===== config.mk =====
export PLATFORM = sky130hd
export DESIGN_NAME = dsel_stepper
export DESIGN_NICKNAME = d
export VERILOG_FILES = /design/src/rtl/dsel_stepper_pkg.sv /design/src/rtl/dsel_stepper_fp_sync2.sv /design/src/rtl/dsel_stepper.sv
export SDC_FILE = /design/constraint.sdc
export NUM_CORES = 1
export LEC_CHECK = 0
export CAP_MARGIN = 20
export CORE_MARGIN = 8
export CORE_UTILIZATION = 45
export DETAILED_ROUTE_END_ITERATION = 8
export PLACE_DENSITY = 0.62
export SETUP_SLACK_MARGIN = 0.15
export SLEW_MARGIN = 20
export SYNTH_ARGS = -nofsm -noshare
export SYNTH_HDL_FRONTEND = slang
export SYNTH_SLANG_ARGS = --single-unit

===== constraint.sdc =====
create_clock -name clk -period 3.7 [get_ports clk]
set_input_delay 0.74 -clock clk [delete_from_list [all_inputs] [get_ports clk]]
set_output_delay 0.74 -clock clk [all_outputs]
set_load 0.01 [all_outputs]

===== src/rtl/dsel_stepper_pkg.sv =====
// dsel_stepper_pkg
//   Constants shared by the front-panel display-select logic:
//   - one-hot display-select codes as decoded by the front-panel data mux,
//   - the debounce FSM state encoding,
//   - a one-hot test helper.
//   No ports; imported by dsel_stepper and fp_sync2.
package dsel_stepper_pkg;

    localparam logic [5:0] DSEL_STATE  = 6'b100000;
    localparam logic [5:0] DSEL_STATUS = 6'b010000;
    localparam logic [5:0] DSEL_AC     = 6'b001000;
    localparam logic [5:0] DSEL_MB     = 6'b000100;
    localparam logic [5:0] DSEL_MQ     = 6'b000010;
    localparam logic [5:0] DSEL_BUS    = 6'b000001;
    localparam logic [5:0] DSEL_RESET  = DSEL_STATE;

    typedef enum logic [1:0] {
        ST_RELEASED     = 2'd0,
        ST_PRESS_WAIT   = 2'd1,
        ST_HELD         = 2'd2,
        ST_RELEASE_WAIT = 2'd3
    } btn_state_t;

    function automatic logic is_onehot6(input logic [5:0] v);
        logic [2:0] ones;
        ones = '0;
        for (int i = 0; i < 6; i++) begin
            ones = ones + {2'b00, v[i]};
        end
        return (ones == 3'd1);
    endfunction

endpackage


===== src/rtl/dsel_stepper_fp_sync2.sv =====
// fp_sync2
//   Two-flop synchronizer for one asynchronous front-panel input. Reusable
//   for any of the panel switches.
// Ports
//   clk    in  1  system clock
//   reset  in  1  synchronous, active-high; clears both flops
//   d      in  1  asynchronous input
//   q      out 1  synchronized output, two clk edges behind d
module fp_sync2 (
    input  logic clk,
    input  logic reset,
    input  logic d,
    output logic q
);

    logic meta;

    always_ff @(posedge clk) begin
        if (reset) begin
            meta <= 1'b0;
            q    <= 1'b0;
        end else begin
            meta <= d;
            q    <= meta;
        end
    end

endmodule


===== src/rtl/dsel_stepper.sv =====
// dsel_stepper
//   Front-panel display-select sequencer. Debounces the DISP push-button and
//   rotates a one-hot select STATE -> STATUS -> AC -> MB -> MQ -> BUS -> STATE
//   once per accepted press. The dsel output drives the data mux.
//   Optional feature macro: DSEL_AUTOSCAN_EN adds the autoscan_on port and a
//   timer that advances dsel every AUTOSCAN_CYCLES cycles.
// Ports
//   clk          in  1  system clock
//   reset        in  1  synchronous, active-high
//   btn_raw      in  1  DISP button, asynchronous, active-high, bouncy
//   lock         in  1  panel key lock; 1 = hold dsel, ignore button/autoscan
//   autoscan_on  in  1  enable auto-advance (only with DSEL_AUTOSCAN_EN)
//   dsel         out 6  one-hot display select
//   step_pulse   out 1  one-cycle strobe on every dsel advance
module dsel_stepper
    import dsel_stepper_pkg::*;
#(
    parameter int DEBOUNCE_CYCLES = 50000,
    parameter int CNT_W           = 16,
    parameter int AUTOSCAN_CYCLES = 50000
) (
    input  logic       clk,
    input  logic       reset,
    input  logic       btn_raw,
    input  logic       lock,
`ifdef DSEL_AUTOSCAN_EN
    input  logic       autoscan_on,
`endif
    output logic [5:0] dsel,
    output logic       step_pulse
);

    localparam logic [CNT_W-1:0] DB_LAST = CNT_W'(DEBOUNCE_CYCLES - 1);

    logic             btn_s;
    btn_state_t       state;
    logic [CNT_W-1:0] cnt;
    logic             btn_hit;
    logic             scan_hit;
    logic             do_step;

    fp_sync2 u_sync (
        .clk   (clk),
        .reset (reset),
        .d     (btn_raw),
        .q     (btn_s)
    );

    // Debounce FSM. The counter only advances while it is below DB_LAST and
    // every state leaving or reaching DB_LAST resets it, so it never wraps.
    always_ff @(posedge clk) begin
        if (reset) begin
            state <= ST_RELEASED;
            cnt   <= '0;
        end else begin
            case (state)
                ST_RELEASED: begin
                    if (btn_s) begin
                        state <= ST_PRESS_WAIT;
                        cnt   <= '0;
                    end
                end
                ST_PRESS_WAIT: begin
                    if (!btn_s) begin
                        state <= ST_RELEASED;
                        cnt   <= '0;
                    end else if (cnt == DB_LAST) begin
                        state <= ST_HELD;
                    end else begin
                        cnt <= cnt + CNT_W'(1);
                    end
                end
                ST_HELD: begin
                    if (!btn_s) begin
                        state <= ST_RELEASE_WAIT;
                        cnt   <= '0;
                    end
                end
                ST_RELEASE_WAIT: begin
                    if (btn_s) begin
                        state <= ST_HELD;
                        cnt   <= '0;
                    end else if (cnt == DB_LAST) begin
                        state <= ST_RELEASED;
                    end else begin
                        cnt <= cnt + CNT_W'(1);
                    end
                end
                default: begin
                    state <= ST_RELEASED;
                    cnt   <= '0;
                end
            endcase
        end
    end

    // The press is accepted on the same edge that enters HELD; the lock only
    // masks the step, the FSM keeps tracking the button.
    assign btn_hit = (state == ST_PRESS_WAIT) && btn_s && (cnt == DB_LAST);

`ifdef DSEL_AUTOSCAN_EN
    localparam logic [CNT_W-1:0] SCAN_LAST = CNT_W'(AUTOSCAN_CYCLES - 1);

    logic [CNT_W-1:0] scan_cnt;

    assign scan_hit = autoscan_on && !lock && (scan_cnt == SCAN_LAST);

    always_ff @(posedge clk) begin
        if (reset || !autoscan_on || lock || scan_hit) begin
            scan_cnt <= '0;
        end else begin
            scan_cnt <= scan_cnt + CNT_W'(1);
        end
    end
`else
    assign scan_hit = 1'b0;

    // AUTOSCAN_CYCLES only sizes the scan timer, which this build omits.
    if (AUTOSCAN_CYCLES < 1) begin : g_no_autoscan
    end
`endif

    // Button and timer hits on the same edge merge into a single rotate.
    assign do_step = (btn_hit && !lock) || scan_hit;

    always_ff @(posedge clk) begin
        if (reset) begin
            dsel       <= DSEL_RESET;
            step_pulse <= 1'b0;
        end else if (!is_onehot6(dsel)) begin
            dsel       <= DSEL_RESET;
            step_pulse <= 1'b0;
        end else if (do_step) begin
            dsel       <= {dsel[0], dsel[5:1]};
            step_pulse <= 1'b1;
        end else begin
            step_pulse <= 1'b0;
        end
    end

endmodule


==> results.ini <==
[place]
place_ws_ns=0.814
placed_area_mm2=0.00149
portBuffers=10
hpwl_um=1990
gp_congestion=0.818

[synthesis]
synth_seq_cells=27
syn_inst=147
syn_area_per_cell_um2=9.24
yosysTopAreaCell=dfxtp_1
synth_edf_count=0
yosysUniqueCellTypes=38
ys_seq_area_share_pct=39.8
syn_area_mm2=0.00136
synth.top_cell.area_share_pct=39.8
yosysWarnings=0
async_flop_share_pct=0
synth_flop_cell=dfxtp_1
syn_nets=156
yosys-top-cells-area=dfxtp_1 (40%), xor2_1 (4.5%), fa_1 (4.4%)

[drt]
drt_iter0_drc=28
final_antenna_net_count=0
viasPerCell=5.64
first_pass_iters=4
wl_per_cell_um=13.5
drc_errors=0
drt-total-wl_um=2570
vias=1077

[global_routing]
grt_antenna_before_repair=0
grt_usage_pct=11.4
grt_max_degree=17
grt_pass1_wl_um=4770
overflow=0
grt_pass1_vias=1082

[timing]
timing.final.ws_setup_ns=0.788
holdWs_ns=0.457
finalCritPeriodShare_pct=78.7
drv_slew=0
skew_ns=0.00426
relSlewSlack_pct=57.0
fmax_ghz=0.343
rsz0062_at_grt=false
period_minus_slack_ns=2.91
worst_pin_slew_ns=0.639
hold_violations=0
setup-tns-final_ns=0
setup_violations=0

[die]
die-area_mm2=0.00503
ios=11
core-area_mm2=0.00295
die_h_um=70.9
initial_core_util_pct=46.0
placement_rows=20
dieWidth_um=70.9

[clock_tree]
cts_root_buffer=clkbuf_4
clk_pin_slew_ns=0.15
ctsHoldBuffers=0
postCtsSetupBuffers=0
cts_buffers=3
htree_num_levels=1
cts_tree=done
cts_buffer_depth=2
cts_resized=0
insertion_delay_ns=0.32
clock-sinks=27

[critical_path]
crit_fanout=8
start_kind=flop
crit_arrival_ns=3.17
cp.required_ns=3.96
crit_type=reg2reg
cp-end-kind=flop

[layout]
final_cell_area_mm2=0.00152
fin_nets=168
antenna-diode-count=0
multi_input_area_um2=767
post-route-util_pct=51.5
fillCellCount=294
drive_gt1_share_pct=10.1
area_growth_syn_to_layout_pct=12.1
regArea_um2=541

[pwr]
peakVddDrop_uv=155
p_leak_uw=0.000600
power_density_mw_per_mm2=290

[worst_hold_path]
hp-class=reg2reg

[flow_run]
maxCapViolCount=0

[run_status]
status=completed

## per-layer routing
| metal | part of all wire, % | global-route usage [%] |
|---|---|---|
| met1 | 47 | 13.3 |
| met2 | 50 | 20.1 |
| met4 | 1.4 | 4.85 |
| met5 | 0 | 0 |
| met3 | 2.1 | 1.69 |
## flip-flops by register name (all words and copies together), names as in the netlist, named ones only
| name | count |
|---|---|
| cnt | 16 |
| u_sync.q | 1 |
| dsel | 6 |
| state | 1 |
| u_sync.meta | 1 |
| step_pulse | 1 |
## per-stage QoR
step	std cells	power (uW)
3_5_place_dp	187	317
6_report	191	441
5_1_grt	191	457
3_3_place_gp	187	317
4_1_cts	191	446
2_1_floorplan	147	311
## logic make-up after synthesis
kind of cell | share of synthesized area (%)
flip-flops | 39.8
buffers and inverters | 3.96
AND/OR/NAND/NOR | 30.0
multiplexers | 3.69
AO/OA/AOI/OAI | 9.22
XOR/XNOR | 7.01
adder cells (fa/ha/maj) | 6.27
## cells in the mapped netlist (2+ instances only)
| cell type | n |
|---|---|
| nand2_1 | 12 |
| nand3_1 | 7 |
| nor4_4 | 2 |
| nor2b_1 | 2 |
| ha_1 | 2 |
| or3_1 | 4 |
| a21oi_1 | 9 |
| inv_1 | 10 |
| and3_1 | 5 |
| mux2i_1 | 5 |
| o21ai_0 | 5 |
| and4_1 | 3 |
| xor2_1 | 7 |
| nand4_1 | 6 |
| dfxtp_1 | 27 |
| nor3_1 | 2 |
| clkbuf_1 | 3 |
| and2_1 | 2 |
| nor2_1 | 12 |
| fa_1 | 3 |
| xnor2_1 | 2 |
## worst paths after layout
path	start	endpoint	slack, ns	depth (start not counted)
setup reg to reg	dsel[0]	dsel[1]	0.79	10
hold reg to reg	u_sync.meta	u_sync.q	0.46	1
setup / recovery	dsel[0]	dsel[1]	0.79	10
hold / removal	u_sync.meta	u_sync.q	0.46	1
## worst max-delay path, stage by stage (launching register included)
cell and delay, ns:
dfxtp_1 0.40, inv_1 0.08, fa_1 0.49, fa_1 0.49, inv_1 0.04, ha_1 0.19, fa_1 0.43, nor4b_1 0.30
buf_4 0.20, nand2_1 0.08, mux2i_1 0.14
## cell usage in the layout, fill, tap and decap left out, types with 2 or more instances in the layout
cell type,netlist,routed
dfxtp_1,27,27
nor2_1,12,12
nand2_1,12,12
inv_1,10,10
clkdlybuf4s50_1,0,10
a21oi_1,9,9
xor2_1,7,7
nand3_1,7,7
nand4_1,6,6
and3_1,5,5
o21ai_0,5,5
mux2i_1,5,5
or3_1,4,4
and4_1,3,3
fa_1,3,3
clkbuf_4,0,3
nor2b_1,2,2
and2_1,2,2
nor4_4,2,2
nor3_1,2,2
xnor2_1,2,2
ha_1,2,2
## power breakdown
part	switching [uW]	internal [uW]
Sequential	1.81	293
Combinational	10.2	6.73
Clock	89.1	40.5
Total	101	340
## final cells by class
type	instances	share of cell area, %
Inverter	10	2.47
Clock inverter	1	0.329
Multi-Input combinational cell	106	50.4
Tap cell	33	2.71
Sequential cell	27	35.5
Timing Repair Buffer	11	7.07
Clock buffer	3	1.48
(Power assumes the default switching activity.)
